--- config.mk ---
export PLATFORM = sky130hd
export DESIGN_NAME = trdb_packet_sched
export DESIGN_NICKNAME = d
export VERILOG_FILES = /design/src/rtl/trdb_pkg.sv /design/src/rtl/trdb_rr_arb2.sv /design/src/rtl/trdb_packet_sched.sv
export SDC_FILE = /design/constraint.sdc
export NUM_CORES = 1
export LEC_CHECK = 0
export CELL_PAD_IN_SITES_DETAIL_PLACEMENT = 0
export CELL_PAD_IN_SITES_GLOBAL_PLACEMENT = 1
export CORE_MARGIN = 8
export CORE_UTILIZATION = 32
export CTS_CLUSTER_SIZE = 40
export DETAILED_ROUTE_END_ITERATION = 12
export GPL_TIMING_DRIVEN = 0
export PLACE_DENSITY_LB_ADDON = 0.1
export SYNTH_ARGS = -nofsm -noshare
export SYNTH_HDL_FRONTEND = slang
export SYNTH_SLANG_ARGS = --single-unit
--- constraint.sdc ---
create_clock -name clk_i -period 3 [get_ports clk_i]
set_clock_uncertainty 0.1 [all_clocks]
set_input_delay 0.6 -clock clk_i [delete_from_list [all_inputs] [get_ports clk_i]]
set_output_delay 0.6 -clock clk_i [all_outputs]
set_load 0.05 [all_outputs]
--- src/rtl/trdb_pkg.sv ---
// trdb_pkg: shared constants, the scheduler state type and the packet slice view.
package trdb_pkg;

    localparam int PKT_TOTAL  = 128;
    localparam int PKT_WORD_W = 32;
    localparam int PKT_LEN_W  = 8;
    localparam int PKT_WORDS  = PKT_TOTAL / PKT_WORD_W;

    localparam logic [7:0] HDR_MAGIC = 8'hA5;

    typedef enum logic [1:0] {
        ST_IDLE = 2'd0,
        ST_HDR  = 2'd1,
        ST_SEND = 2'd2
    } sched_state_t;

    // Flat packet bits overlaid with a word-indexed view, word 0 = LSBs.
    typedef union packed {
        logic [PKT_TOTAL-1:0]                  flat;
        logic [PKT_WORDS-1:0][PKT_WORD_W-1:0]  words;
    } pkt_slice_t;

    // Keeps only the bits of word 'idx' that lie below the packet length.
    function automatic logic [PKT_WORD_W-1:0] tail_mask(input logic [PKT_LEN_W:0] len,
                                                        input logic [PKT_LEN_W:0] idx);
        logic [PKT_WORD_W-1:0] m;
        int base;
        base = int'(idx) * PKT_WORD_W;
        for (int b = 0; b < PKT_WORD_W; b++) begin
            m[b] = ((base + b) < int'(len));
        end
        return m;
    endfunction

endpackage

--- src/rtl/trdb_rr_arb2.sv ---
// trdb_rr_arb2: two-input round-robin arbiter; the source not granted last wins a tie.
module trdb_rr_arb2 (
    input  logic       clk_i,
    input  logic       rst_i,
    input  logic [1:0] req,
    input  logic       advance,
    output logic [1:0] gnt
);

    logic last_q;

    // Tie goes to the source that did not win last; a lone requester always wins.
    always_comb begin
        gnt = 2'b00;
        if (req == 2'b11) begin
            gnt = last_q ? 2'b01 : 2'b10;
        end else begin
            gnt = req;
        end
    end

    // Pointer remembers the last winner; starts at 1 so source 0 wins the first tie.
    always_ff @(posedge clk_i) begin
        if (rst_i) begin
            last_q <= 1'b1;
        end else if (advance && (gnt != 2'b00)) begin
            last_q <= gnt[1];
        end
    end

endmodule

--- src/rtl/trdb_packet_sched.sv ---
// trdb_packet_sched: round-robin packet scheduler that serializes 128-bit packets into
// 32-bit words. Optional header word before the payload: define TRDB_PKT_HEADER_EN.
module trdb_packet_sched #(
    parameter int PACKET_TOTAL = 128,
    parameter int WORD_W       = 32,
    parameter int LEN_W        = 8
) (
    input  logic                      clk_i,
    input  logic                      rst_i,
    input  logic                      enable_i,
    input  logic [1:0]                src_valid_i,
    output logic [1:0]                src_ready_o,
    input  logic [2*PACKET_TOTAL-1:0] src_bits_i,
    input  logic [2*LEN_W-1:0]        src_len_i,
    output logic [WORD_W-1:0]         word_o,
    output logic                      word_valid_o,
    output logic                      word_last_o,
    input  logic                      word_ready_i,
    output logic                      busy_o,
    output logic [31:0]               pkt_cnt_o
);
    import trdb_pkg::*;

    localparam int SHIFT = $clog2(WORD_W);
    localparam int IDX_W = $clog2(PKT_WORDS);

    sched_state_t              state_q, state_d;
    logic [1:0]                gnt;
    logic                      grant;
    logic                      hs;
    logic [PACKET_TOTAL-1:0]   sel_bits;
    logic [LEN_W-1:0]          sel_len, clamp_len;
    logic [LEN_W:0]            sel_nwords;
    pkt_slice_t                pkt_q;
    logic [LEN_W-1:0]          len_q;
    logic [LEN_W:0]            nwords_q, idx_q, idx_nx;
    logic [WORD_W-1:0]         word_q;
    logic                      valid_q, last_q;
    logic [31:0]               cnt_q;

    assign grant       = !rst_i && (state_q == ST_IDLE) && enable_i && (src_valid_i != 2'b00);
    assign src_ready_o = grant ? gnt : 2'b00;
    assign hs          = valid_q && word_ready_i;
    assign idx_nx      = idx_q + 1'b1;

    trdb_rr_arb2 u_arb (
        .clk_i   (clk_i),
        .rst_i   (rst_i),
        .req     (src_valid_i),
        .advance (grant),
        .gnt     (gnt)
    );

    assign sel_bits   = gnt[1] ? src_bits_i[2*PACKET_TOTAL-1:PACKET_TOTAL] : src_bits_i[PACKET_TOTAL-1:0];
    assign sel_len    = gnt[1] ? src_len_i[2*LEN_W-1:LEN_W] : src_len_i[LEN_W-1:0];
    assign clamp_len  = (sel_len > LEN_W'(PACKET_TOTAL)) ? LEN_W'(PACKET_TOTAL) : sel_len;
    assign sel_nwords = ({1'b0, clamp_len} + (LEN_W+1)'(WORD_W-1)) >> SHIFT;

`ifdef TRDB_PKT_HEADER_EN
    logic             src_q;
    logic [WORD_W-1:0] hdr_word;

    // Header word: magic, source id and clamped length of the packet being granted.
    always_comb begin
        hdr_word                 = '0;
        hdr_word[31:24]          = HDR_MAGIC;
        hdr_word[16]             = gnt[1];
        hdr_word[LEN_W-1:0]      = clamp_len;
    end
`endif

    // State register.
    always_ff @(posedge clk_i) begin
        if (rst_i) begin
            state_q <= ST_IDLE;
        end else begin
            state_q <= state_d;
        end
    end

    // Next state: grant leaves IDLE unless a zero-length packet has nothing to emit.
    always_comb begin
        state_d = state_q;
        case (state_q)
            ST_IDLE: begin
                if (grant) begin
`ifdef TRDB_PKT_HEADER_EN
                    state_d = ST_HDR;
`else
                    if (sel_nwords != '0) state_d = ST_SEND;
`endif
                end
            end
`ifdef TRDB_PKT_HEADER_EN
            ST_HDR: begin
                if (hs) state_d = (nwords_q == '0) ? ST_IDLE : ST_SEND;
            end
`endif
            ST_SEND: begin
                if (hs && last_q) state_d = ST_IDLE;
            end
            default: state_d = ST_IDLE;
        endcase
    end

    // Datapath: latch the granted packet and keep the registered word stream one step ahead.
    always_ff @(posedge clk_i) begin
        if (rst_i) begin
            pkt_q    <= '0;
            len_q    <= '0;
            nwords_q <= '0;
            idx_q    <= '0;
            word_q   <= '0;
            valid_q  <= 1'b0;
            last_q   <= 1'b0;
            cnt_q    <= '0;
`ifdef TRDB_PKT_HEADER_EN
            src_q    <= 1'b0;
`endif
        end else begin
            case (state_q)
                ST_IDLE: begin
                    if (grant) begin
                        pkt_q.flat <= sel_bits;
                        len_q      <= clamp_len;
                        nwords_q   <= sel_nwords;
                        idx_q      <= '0;
`ifdef TRDB_PKT_HEADER_EN
                        src_q      <= gnt[1];
                        word_q     <= hdr_word;
                        valid_q    <= 1'b1;
                        last_q     <= (sel_nwords == '0);
`else
                        if (sel_nwords != '0) begin
                            word_q  <= sel_bits[WORD_W-1:0] & tail_mask({1'b0, clamp_len}, '0);
                            valid_q <= 1'b1;
                            last_q  <= (sel_nwords == (LEN_W+1)'(1));
                        end
`endif
                    end
                end
`ifdef TRDB_PKT_HEADER_EN
                ST_HDR: begin
                    if (hs) begin
                        if (nwords_q == '0) begin
                            valid_q <= 1'b0;
                            last_q  <= 1'b0;
                            cnt_q   <= cnt_q + 32'd1;
                        end else begin
                            word_q <= pkt_q.words[0] & tail_mask({1'b0, len_q}, '0);
                            last_q <= (nwords_q == (LEN_W+1)'(1));
                        end
                    end
                end
`endif
                ST_SEND: begin
                    if (hs) begin
                        if (last_q) begin
                            valid_q <= 1'b0;
                            last_q  <= 1'b0;
                            cnt_q   <= cnt_q + 32'd1;
                        end else begin
                            idx_q  <= idx_nx;
                            word_q <= pkt_q.words[idx_nx[IDX_W-1:0]] & tail_mask({1'b0, len_q}, idx_nx);
                            last_q <= (idx_nx == (nwords_q - 1'b1));
                        end
                    end
                end
                default: ;
            endcase
        end
    end

    assign word_o       = word_q;
    assign word_valid_o = valid_q;
    assign word_last_o  = last_q;
    assign busy_o       = (state_q != ST_IDLE);
    assign pkt_cnt_o    = cnt_q;

endmodule

==> results.yml <==
detailed_routing:
  ant_nets: 0
  wl_per_cell_um: 24.7
  drc: 0
  totalWireLength_um: 56200
  via_count: 12300
  viasPerCell: 5.38
  first_pass_iters: 5
  drtIter0Drc: 715
pwr:
  p_leak_nw: 6.05
  peakVddDrop_v: 0.000433
  p_per_area_nw_per_um2: 485
  totalPowerFinal_mw: 8.21
cells_and_area:
  fin_util: 0.464
  register_area_um2: 4350
  multi_input_area_um2: 6930
  nNetsFinal: 2073
  design_area_um2: 16900
  drive_gt1_frac: 0.116
  fill_cells: 3685
  fin_cells: 2276
  synthToLayoutAreaGrowth_pct: 43.4
setup_path:
  crit_path_max_incr_delay_ns: 0.51
  end_kind: "output pin"
  worstPathArrival_ns: 2.30
  cp_slowest_cell: "clkdlybuf4s50_1"
  cp_num_buf_inv: 4
  cp_max_fo: 10
  worstPathCellList: "clkdlybuf4s50_1 -> o21ai_2 -> nor3_4 -> clkbuf_8 -> clkbuf_8 -> and3_1 -> buf_6"
  cp_top_family: "buffers and inverters"
  critPathKind: "in -> out"
  start_kind: "input port"
  required_ns: 2.30
  cp_common_cell: "clkbuf_8"
yosys:
  synth_edf_count: 0
  synth_warnings: 0
  synth_most_common_cell: "nand2_1"
  synth.avg_cell_area_um2: 8.38
  synth_top_area_frac: 0.368
  ys_async_sr_fraction: 0
  synth_common_cells: "nand2_1, dfxtp_1, nor2_1"
  syn_area_um2: 11800
  yosys-top-cells-area: "dfxtp_1, nand2_1, a311oi_1, mux4_2, nor2_1"
  synth_cells: 1411
  synth.distinct_cells: 77
  synth-seq-cells: 217
  synth.net_count: 1696
  yosysTopAreaCell: "dfxtp_1"
  ys.flop_type: "dfxtp_1"
  yosysSeqAreaShare: 0.368
global_route:
  met2_usage: 0.422
  grt_antenna_before_repair: 14
  track_usage: 0.249
  met3_usage: 0.0639
  grt_pass1_vias: 12600
  grtUsageMet1: 0.312
  busiest_layer: "met2"
  gr-total-overflow: 0
  grt_start_max_net_pins: 20
  grt_pass1_wl_um: 82300
placement:
  port_buffers: 344
  placedCellCount: 2223
  pre_cts_slack_ns: -2.13
  gp_congestion: 0.931
  dp_hpwl_um: 46100
  postPlaceCellArea_um2: 15800
floorplanning:
  die_w_um: 208
  die_h_um: 208
  initial_utilization: 0.324
  ios: 347
  rows: 70
  core_um2: 36500
  dieArea_um2: 43300
clock_tree:
  clk_path_buf_depth: 3
  cts_sinks: 217
  numCtsBuffers: 26
  htreeDepth: 1
  tritoncts: "built"
  root_buffer: "clkbuf_16"
  path_clk_slew_ns: 0.06
  clock_latency_ns: 0.54
sta:
  slew_violations: 0
  rsz0062_at_grt: "yes"
  fin_crit_ns: 3.00
  hold_viol_final: 0
  setup_viol: 1
  fmax_ghz: 0.333
  whs_ns: 0.381
  worstMarginPinSlew_ns: 1.01
  tns_ns: -0.00249
  fin_crit_sh: 1.00
  fin_ws_ns: -0.00249
  relSlewSlack: 0.325
run:
  maxCapViolations: 0
run_status:
  violations: "negative setup slack"
  outcome: "finished with violations"
min_path:
  holdCritPathClass: "reg -> reg"
## worst min-delay path, delay by kind of cell (launching register included)
kind	cells	cell delay, ns
AOI/OAI and AO/OA	1	0.06
DFF	1	0.31
and+or+nand+nor	1	0.05
## registers in the layout (all words and copies together), names as in the netlist
name,count
idx_q,9
len_q,8
nwords_q,4
pkt_cnt_o,32
pkt_q,128
state_q,1
u_arb.last_q,1
word_last_o,1
word_o,32
word_valid_o,1
## kinds of logic (layout without fill, tap and decap cells)
group / Yosys count / in the layout / share of synthesized area
multiplexers: 74 / 74 / 0.0977
buffers and inverters: 136 / 529 / 0.0525
flip-flops: 217 / 217 / 0.368
other: 0 / 4 / 0
XOR/XNOR: 40 / 40 / 0.0296
adder cells (fa/ha/maj): 7 / 7 / 0.00741
AND/OR/NAND/NOR: 618 / 618 / 0.230
AO/OA/AOI/OAI: 319 / 319 / 0.215
## worst paths after layout
kind | startpoint | to | slack [ns] | depth (start not counted)
setup / recovery | src_valid_i[1] | src_ready_o[0] | -0.002 | 7
hold / removal | pkt_q[19] | pkt_q[19] | 0.38 | 2
setup reg to reg | idx_q[1] | word_o[30] | 0.14 | 6
hold reg to reg | pkt_q[19] | pkt_q[19] | 0.38 | 2
## layer usage
layer	share of wire	routed length (µm)
met5	0.0021	116
met3	0.072	4020
met1	0.43	24400
met2	0.47	26300
met4	0.024	1340
## report_power, final
| part | total (mW) | switching (mW) | internal (mW) |
|---|---|---|---|
| Clock | 3.29 | 1.33 | 1.96 |
| Combinational | 1.76 | 0.987 | 0.772 |
| Sequential | 3.16 | 0.120 | 3.04 |
## cells in the final DEF, fill, tap and decap left out, drive strengths merged, types with 27 or more instances in the layout
| cell | netlist | routed |
|---|---|---|
| mux2i | 37 | 37 |
| nand3 | 64 | 64 |
| nand2 | 257 | 257 |
| dfxtp | 217 | 217 |
| nor2 | 191 | 191 |
| mux4 | 32 | 32 |
| a311oi | 104 | 104 |
| a21oi | 30 | 30 |
| clkbuf | 64 | 96 |
| o21ai | 60 | 60 |
| nor3 | 28 | 28 |
| xor2 | 27 | 27 |
| a211oi | 52 | 52 |
| buf | 60 | 66 |
| clkdlybuf4s50 | 0 | 341 |
## area by class of cell
type	count	area share
well taps	468	0.0345
diodes	4	0.000591
flip-flops and latches	217	0.256
clock buffers	31	0.0425
repair buffers	353	0.209
inverters	12	0.00266
multi-input cells	1058	0.409
clock inverters	13	0.00908
plain buffers	120	0.0364
## what timing repair did
item,4_1_cts,5_1_grt
hold buffers,0,0
setup buffers,8,1
pin swaps,2,1
endpoints found under the setup margin,134,38
gates resized for setup,47,13
No activity file was read; power rests on OpenSTA's default activity.
